<file path="src/rtl/alu_ctrl_pkg.sv">
// Shared definitions for the ALU sequencer: opcodes, FSM states, cond codes,
// instruction field positions and flag bit indices.
package alu_ctrl_pkg;

  localparam int unsigned DATA_W  = 8;
  localparam int unsigned INSTR_W = 16;
  localparam int unsigned NREGS   = 4;
  localparam int unsigned REG_AW  = 2;
  localparam int unsigned OP_W    = 3;
  localparam int unsigned COND_W  = 2;
  localparam int unsigned FLAG_W  = 4;

  // Instruction field positions
  localparam int unsigned IMM_SEL_BIT = 15;
  localparam int unsigned OP_LSB      = 12;
  localparam int unsigned COND_LSB    = 10;
  localparam int unsigned RD_LSB      = 8;
  localparam int unsigned RS_LSB      = 0;
  localparam int unsigned IMM_LSB     = 0;

  // Flag bit indices within {V,N,Z,C}
  localparam int unsigned FLAG_C = 0;
  localparam int unsigned FLAG_Z = 1;
  localparam int unsigned FLAG_N = 2;
  localparam int unsigned FLAG_V = 3;

  typedef enum logic [OP_W-1:0] {
    OP_ADD = 3'd0,
    OP_SUB = 3'd1,
    OP_AND = 3'd2,
    OP_OR  = 3'd3,
    OP_XOR = 3'd4,
    OP_NOT = 3'd5,
    OP_SHL = 3'd6,
    OP_SHR = 3'd7
  } alu_op_e;

  typedef enum logic [1:0] {
    ST_IDLE      = 2'd0,
    ST_DECODE    = 2'd1,
    ST_EXECUTE   = 2'd2,
    ST_WRITEBACK = 2'd3
  } state_e;

  typedef enum logic [COND_W-1:0] {
    COND_ALWAYS = 2'b00,
    COND_Z      = 2'b01,
    COND_C      = 2'b10,
    COND_N      = 2'b11
  } cond_e;

  function automatic logic cond_met(input logic [COND_W-1:0] cond,
                                    input logic [FLAG_W-1:0] fl);
    logic met;
    met = 1'b1;
    case (cond_e'(cond))
      COND_ALWAYS: met = 1'b1;
      COND_Z:      met = fl[FLAG_Z];
      COND_C:      met = fl[FLAG_C];
      COND_N:      met = fl[FLAG_N];
      default:     met = 1'b1;
    endcase
    return met;
  endfunction

endpackage

</file>
<file path="src/rtl/alu_ctrl_regfile.sv">
// 4x8 register file: two async operand read ports, an async debug tap,
// one synchronous write port, async active-high reset.
module alu_ctrl_regfile
  import alu_ctrl_pkg::*;
(
  input  logic              clk,
  input  logic              rst,
  input  logic              we,
  input  logic [REG_AW-1:0] waddr,
  input  logic [DATA_W-1:0] wdata,
  input  logic [REG_AW-1:0] raddr_a,
  output logic [DATA_W-1:0] rdata_a,
  input  logic [REG_AW-1:0] raddr_b,
  output logic [DATA_W-1:0] rdata_b,
  input  logic [REG_AW-1:0] dbg_addr,
  output logic [DATA_W-1:0] dbg_data
);

  logic [DATA_W-1:0] r_q [NREGS];
  logic [DATA_W-1:0] r_d [NREGS];

  always_comb begin
    for (int i = 0; i < int'(NREGS); i++) r_d[i] = r_q[i];
    if (we) r_d[waddr] = wdata;
  end

  always_ff @(posedge clk or posedge rst) begin
    if (rst) begin
      for (int i = 0; i < int'(NREGS); i++) r_q[i] <= '0;
    end else begin
      for (int i = 0; i < int'(NREGS); i++) r_q[i] <= r_d[i];
    end
  end

  assign rdata_a  = r_q[raddr_a];
  assign rdata_b  = r_q[raddr_b];
  assign dbg_data = r_q[dbg_addr];

endmodule

</file>
<file path="src/rtl/alu_ctrl.sv">
// Four-state sequencer driving an external 8-bit ALU from a 4x8 register file.
// Define ALU_CTRL_COND_EN to gate writeback on cond vs. flags sampled at DECODE.
module alu_ctrl
  import alu_ctrl_pkg::*;
(
  input  logic               clk,
  input  logic               rst,
  input  logic               instr_valid,
  output logic               instr_ready,
  input  logic [INSTR_W-1:0] instr,
  output logic [DATA_W-1:0]  alu_a,
  output logic [DATA_W-1:0]  alu_b,
  output logic [OP_W-1:0]    alu_opcode,
  input  logic [DATA_W-1:0]  alu_result,
  input  logic               alu_carry,
  input  logic               alu_zero,
  input  logic               alu_negative,
  input  logic               alu_overflow,
  input  logic [REG_AW-1:0]  dbg_addr,
  output logic [DATA_W-1:0]  dbg_data,
  output logic [FLAG_W-1:0]  flags,
  output logic               busy,
  output logic               done
);

  state_e              state_q, state_d;
  logic [INSTR_W-1:0]  instr_q, instr_d;
  logic [DATA_W-1:0]   alu_a_q, alu_a_d;
  logic [DATA_W-1:0]   alu_b_q, alu_b_d;
  logic [OP_W-1:0]     alu_op_q, alu_op_d;
  logic [DATA_W-1:0]   hold_res_q, hold_res_d;
  logic [FLAG_W-1:0]   hold_flags_q, hold_flags_d;
  logic [FLAG_W-1:0]   flags_q, flags_d;
  logic                cond_ok_q, cond_ok_d;
  logic                done_q, done_d;
  logic                ready_q, ready_d;

  logic                imm_sel;
  logic [OP_W-1:0]     op_f;
  logic [COND_W-1:0]   cond_f;
  logic [REG_AW-1:0]   rd_f;
  logic [REG_AW-1:0]   rs_f;
  logic [DATA_W-1:0]   imm8_f;
  logic [DATA_W-1:0]   rd_val;
  logic [DATA_W-1:0]   rs_val;
  logic                rf_we;

  assign imm_sel = instr_q[IMM_SEL_BIT];
  assign op_f    = instr_q[OP_LSB +: OP_W];
  assign cond_f  = instr_q[COND_LSB +: COND_W];
  assign rd_f    = instr_q[RD_LSB +: REG_AW];
  assign rs_f    = instr_q[RS_LSB +: REG_AW];
  assign imm8_f  = instr_q[IMM_LSB +: DATA_W];

`ifndef ALU_CTRL_COND_EN
  logic unused_cond;
  assign unused_cond = ^cond_f;
`endif

  // Writeback commits at the end of WRITEBACK, so dbg_data shows it next cycle
  assign rf_we = (state_q == ST_WRITEBACK) && cond_ok_q;

  alu_ctrl_regfile u_regfile (
    .clk      (clk),
    .rst      (rst),
    .we       (rf_we),
    .waddr    (rd_f),
    .wdata    (hold_res_q),
    .raddr_a  (rd_f),
    .rdata_a  (rd_val),
    .raddr_b  (rs_f),
    .rdata_b  (rs_val),
    .dbg_addr (dbg_addr),
    .dbg_data (dbg_data)
  );

  always_comb begin
    state_d      = state_q;
    instr_d      = instr_q;
    alu_a_d      = alu_a_q;
    alu_b_d      = alu_b_q;
    alu_op_d     = alu_op_q;
    hold_res_d   = hold_res_q;
    hold_flags_d = hold_flags_q;
    flags_d      = flags_q;
    cond_ok_d    = cond_ok_q;
    done_d       = 1'b0;
    ready_d      = ready_q;
    case (state_q)
      ST_IDLE: begin
        if (instr_valid) begin
          instr_d = instr;
          state_d = ST_DECODE;
          ready_d = 1'b0;
        end
      end
      ST_DECODE: begin
        alu_a_d  = rd_val;
        alu_b_d  = imm_sel ? imm8_f : rs_val;
        alu_op_d = op_f;
`ifdef ALU_CTRL_COND_EN
        cond_ok_d = cond_met(cond_f, flags_q);
`else
        cond_ok_d = 1'b1;
`endif
        state_d  = ST_EXECUTE;
      end
      ST_EXECUTE: begin
        hold_res_d   = alu_result;
        hold_flags_d = {alu_overflow, alu_negative, alu_zero, alu_carry};
        done_d       = 1'b1;
        state_d      = ST_WRITEBACK;
      end
      ST_WRITEBACK: begin
        if (cond_ok_q) flags_d = hold_flags_q;
        ready_d = 1'b1;
        state_d = ST_IDLE;
      end
      default: begin
        state_d = ST_IDLE;
        ready_d = 1'b1;
      end
    endcase
  end

  always_ff @(posedge clk or posedge rst) begin
    if (rst) begin
      state_q      <= ST_IDLE;
      instr_q      <= '0;
      alu_a_q      <= '0;
      alu_b_q      <= '0;
      alu_op_q     <= '0;
      hold_res_q   <= '0;
      hold_flags_q <= '0;
      flags_q      <= '0;
      cond_ok_q    <= 1'b0;
      done_q       <= 1'b0;
      ready_q      <= 1'b1;
    end else begin
      state_q      <= state_d;
      instr_q      <= instr_d;
      alu_a_q      <= alu_a_d;
      alu_b_q      <= alu_b_d;
      alu_op_q     <= alu_op_d;
      hold_res_q   <= hold_res_d;
      hold_flags_q <= hold_flags_d;
      flags_q      <= flags_d;
      cond_ok_q    <= cond_ok_d;
      done_q       <= done_d;
      ready_q      <= ready_d;
    end
  end

  assign instr_ready = ready_q;
  assign busy        = ~ready_q;
  assign done        = done_q;
  assign alu_a       = alu_a_q;
  assign alu_b       = alu_b_q;
  assign alu_opcode  = alu_op_q;
  assign flags       = flags_q;

endmodule
</file>
<file path="config.mk">
export PLATFORM = sky130hd
export DESIGN_NAME = alu_ctrl
export DESIGN_NICKNAME = d
export VERILOG_FILES = /design/src/rtl/alu_ctrl_pkg.sv /design/src/rtl/alu_ctrl_regfile.sv /design/src/rtl/alu_ctrl.sv
export SDC_FILE = /design/constraint.sdc
export NUM_CORES = 1
export LEC_CHECK = 0
export ABC_AREA = 0
export BUFFER_PORTS_ARGS = -buffer_cell sky130_fd_sc_hd__buf_2
export CAP_MARGIN = 0
export CORE_ASPECT_RATIO = 2
export CORE_UTILIZATION = 60
export CTS_CLUSTER_DIAMETER = 40
export DETAILED_ROUTE_END_ITERATION = 6
export PLACE_DENSITY = 0.83
export SLEW_MARGIN = 0
export SYNTH_ARGS = -nofsm -noshare
export SYNTH_HDL_FRONTEND = slang
export SYNTH_HIERARCHICAL = 1
export SYNTH_SLANG_ARGS = --single-unit
</file>
<file path="constraint.sdc">
create_clock -name clk -period 2.89 [get_ports clk]
set_clock_uncertainty 0.1 [all_clocks]
set_input_delay 0.578 -clock clk [delete_from_list [all_inputs] [get_ports clk]]
set_output_delay 0.578 -clock clk [all_outputs]
set_load 0.005 [all_outputs]
</file>
==> results by group <==
Global routing
  – First-pass GRT wire length: 12,800 um
  – Total GRT Usage: 26.5%
  – Vias in the first global route: 2,524
  – Largest net degree at the start of global routing: 33
  – Grt ovf: 0
  – Antenna violations before repair: 0

Cells and area
  – Net count reported at finish: 352
  – Most common cell after layout, fill and taps aside: dfrtp_1
  – Share of cells above drive strength 1: 51.6%
  – Commonest cells after routing, fill and taps aside: dfrtp_1 (85), buf_2 (64), mux2_2 (42)
  – Final-layout fill cell count: 451
  – Finished Layout Cells: 404
  – Design area: 0.00466 mm^2
  – Register area: 0.00215 mm^2
  – Final core occ: 73.2%
  – Multi-input gate area: 0.00174 mm^2
  – Number of antenna diodes: 0
  – Layout area overhead: 16.8%

Place
  – Cells after DPL: 388
  – RD Place Congestion: 0.758
  – PortBufs: 64
  – Detailed Place HPWL: 5600 um
  – DP Area: 0.00438 mm^2
  – Post-Place Worst Slack: 0.643 ns

Clocking
  – CTS resizes: 0
  – CTS tree: done
  – Clock transition at path regs: 0.06 ns
  – Hold-fix buffers at CTS: 0
  – H-tree levels: 3
  – Worst skew pair latency: 0.34 ns
  – Sink Count: 86
  – Root Buffer: clkbuf_16
  – Setup bufs post-CTS: 0
  – CTS Buf Count: 9
  – Worst-case clock buffer depth: 2

Detailed routing
  – Via density: 5.87
  – Vias: 2,371
  – Wire length per cell: 19.6 um
  – Wirelength, routed: 7930 um
  – DR iter-0 viols: 98
  – Remaining DRCs: 0
  – 1st-pass router iterations: 4
  – Post-route ant nets: 0

Synthesis
  – Yosys warns: 6
  – Mux contribution to synthesized area: 37.9%
  – Synth unique cells: 21
  – Simple-Gate Fraction of Synth Area: 2.79%
  – Gate Count Post-Synth: 245
  – XOR/XNOR Fraction of Synth Area: 0%
  – Syn nets: 284
  – Syn avg cell area: 16.3 um^2
  – Main combinational cell family by area after synthesis: multiplexers
  – Post-synthesis adder-cell area fraction: 1.88%
  – Sequential share of the synthesized area: 54.0%
  – Post-synthesis compound-gate area fraction: 1.13%
  – Mapped Area: 0.00399 mm^2
  – #FFs+latches synth: 86

Setup path
  – Crit-path cells: buf_2, mux4_2, buf_2
  – Critical path class: in2out
  – CP arrival: 1.56 ns
  – Worst Setup End Kind: output port
  – Cell family with the largest share of critical-path delay: multiplexers
  – CP max stage cell: mux4_2
  – Startpoint Class: input pin
  – Max incr delay on CP: 0.57 ns
  – Critical Path Fanout Max: 8
  – WP buf/inv: 2
  – CP required: 2.21 ns
  – Most common cell on crit path: buf_2

Floorplan
  – Row cnt: 41
  – Height of the die: 117 um
  – Die area: 0.00700 mm^2
  – Die width: 59.6 um
  – Ports: 67
  – Initial Util: 62.7%
  – Core area: 0.00636 mm^2

STA
  – Slew margin rel.: 46.8%
  – Setup repair after global routing missed its margin: no
  – Fin Hold WS: 0.107 ns
  – Final number of max-transition violations: 0
  – Max Freq: 447 MHz
  – Crit path time final: 2.24 ns
  – Worst Setup Slack, final: 0.654 ns
  – TNS Setup: 0 ns
  – Final setup fails: 0
  – Final Hold Viols: 0
  – Final period utilization: 77.4%
  – Actual slew at the worst max-slew pin: 0.798 ns

Worst hold path
  – Worst min path class: in2async

Power
  – Clk pwr share: 18.4%
  – Switching share of power: 32.4%
  – Leak pwr: 2.14 nW
  – Internal: 3.84 mW
  – Seq pwr share: 43.6%
  – Comb pwr share: 38.1%
  – Pwr Total: 5.68 mW
  – Sw Pwr: 1.84 mW
  – Power per cell area: 1220 mW/mm^2
  – Worst VDD drop: 0.000669 V

Status
  – Outcome: completed

Flow run
  – Max Cap Viol: 0
registers in the layout, indices dropped and copies added (netlist names):
register,count
u_regfile/r_q,32
instr_q,14
alu_a,8
alu_b,8
hold_res_q,8
flags,4
hold_flags_q,4
alu_opcode,3
state_q,2
cond_ok_q,1
done,1
instr_ready,1
final timing paths:
check | startpoint | endpoint | slack, ns | cells past startpoint
worst max-delay path | dbg_addr[0] | dbg_data[2] | 0.65 | 3
worst min-delay path | rst | alu_a[2] | 0.11 | 2
worst max register to register | state_q[1] | u_regfile/r_q[25] | 0.70 | 5
worst min register to register | cond_ok_q | cond_ok_q | 0.36 | 1
max in group asynchronous | rst | instr_ready | 1.90 | 3
min in group clk | alu_result[2] | hold_res_q[2] | 0.36 | 2
synth_stat cells, drive strengths merged:
| master | count | area [um^2] |
|---|---|---|
| nand2 | 2 | 10.0 |
| nor2 | 10 | 37.5 |
| nand3 | 1 | 10.0 |
| a21oi | 9 | 45.0 |
| buf | 12 | 68.8 |
| nand2b | 1 | 6.26 |
| inv | 6 | 22.5 |
| nor3b | 1 | 18.8 |
| mux4 | 24 | 541 |
| mux2 | 74 | 871 |
| nand3b | 2 | 22.5 |
| or2 | 1 | 6.26 |
| dfrtp | 85 | 2130 |
| mux2i | 10 | 100 |
| dfstp | 1 | 26.3 |
| ha | 6 | 75.1 |
cell type report:
class / count / share of cell area (%)
Sequential cell: 86 / 46.2
Multi-Input combinational cell: 141 / 37.4
Timing Repair Buffer: 69 / 7.68
Clock buffer: 15 / 5.75
Tap cell: 86 / 2.31
Inverter: 6 / 0.484
Clock inverter: 1 / 0.107
logic make-up (layout without fill, tap and decap cells):
kind of cell / count (synthesis) / count (layout)
multiplexers: 108 / 108
buffers and inverters: 18 / 91
AO/OA/AOI/OAI: 9 / 9
AND/OR/NAND/NOR: 18 / 18
flip-flops: 86 / 86
adder cells (fa/ha/maj): 6 / 6
layer usage:
layer / vias to the layer above / global-route usage, % / part of all wire [%]
met5: - / 0 / 0
met4: 0 / 16.1 / 3.6
met3: 21 / 4.73 / 3.4
met2: 73 / 45.6 / 57
met1: 1233 / 29.5 / 36
li1: 1044 / - / -
power by group through the flow:
| stage | clock network (mW) | registers [mW] | logic (mW) |
|---|---|---|---|
| after floorplan | 0 | 2.21 | 1.75 |
| after global placement | 0 | 2.43 | 2.10 |
| after detailed placement | 0 | 2.49 | 2.18 |
| after CTS | 1.07 | 2.48 | 2.20 |
| after global routing | 1.11 | 2.58 | 2.35 |
| final | 1.04 | 2.48 | 2.16 |
No activity file was read; power rests on OpenSTA's default activity.
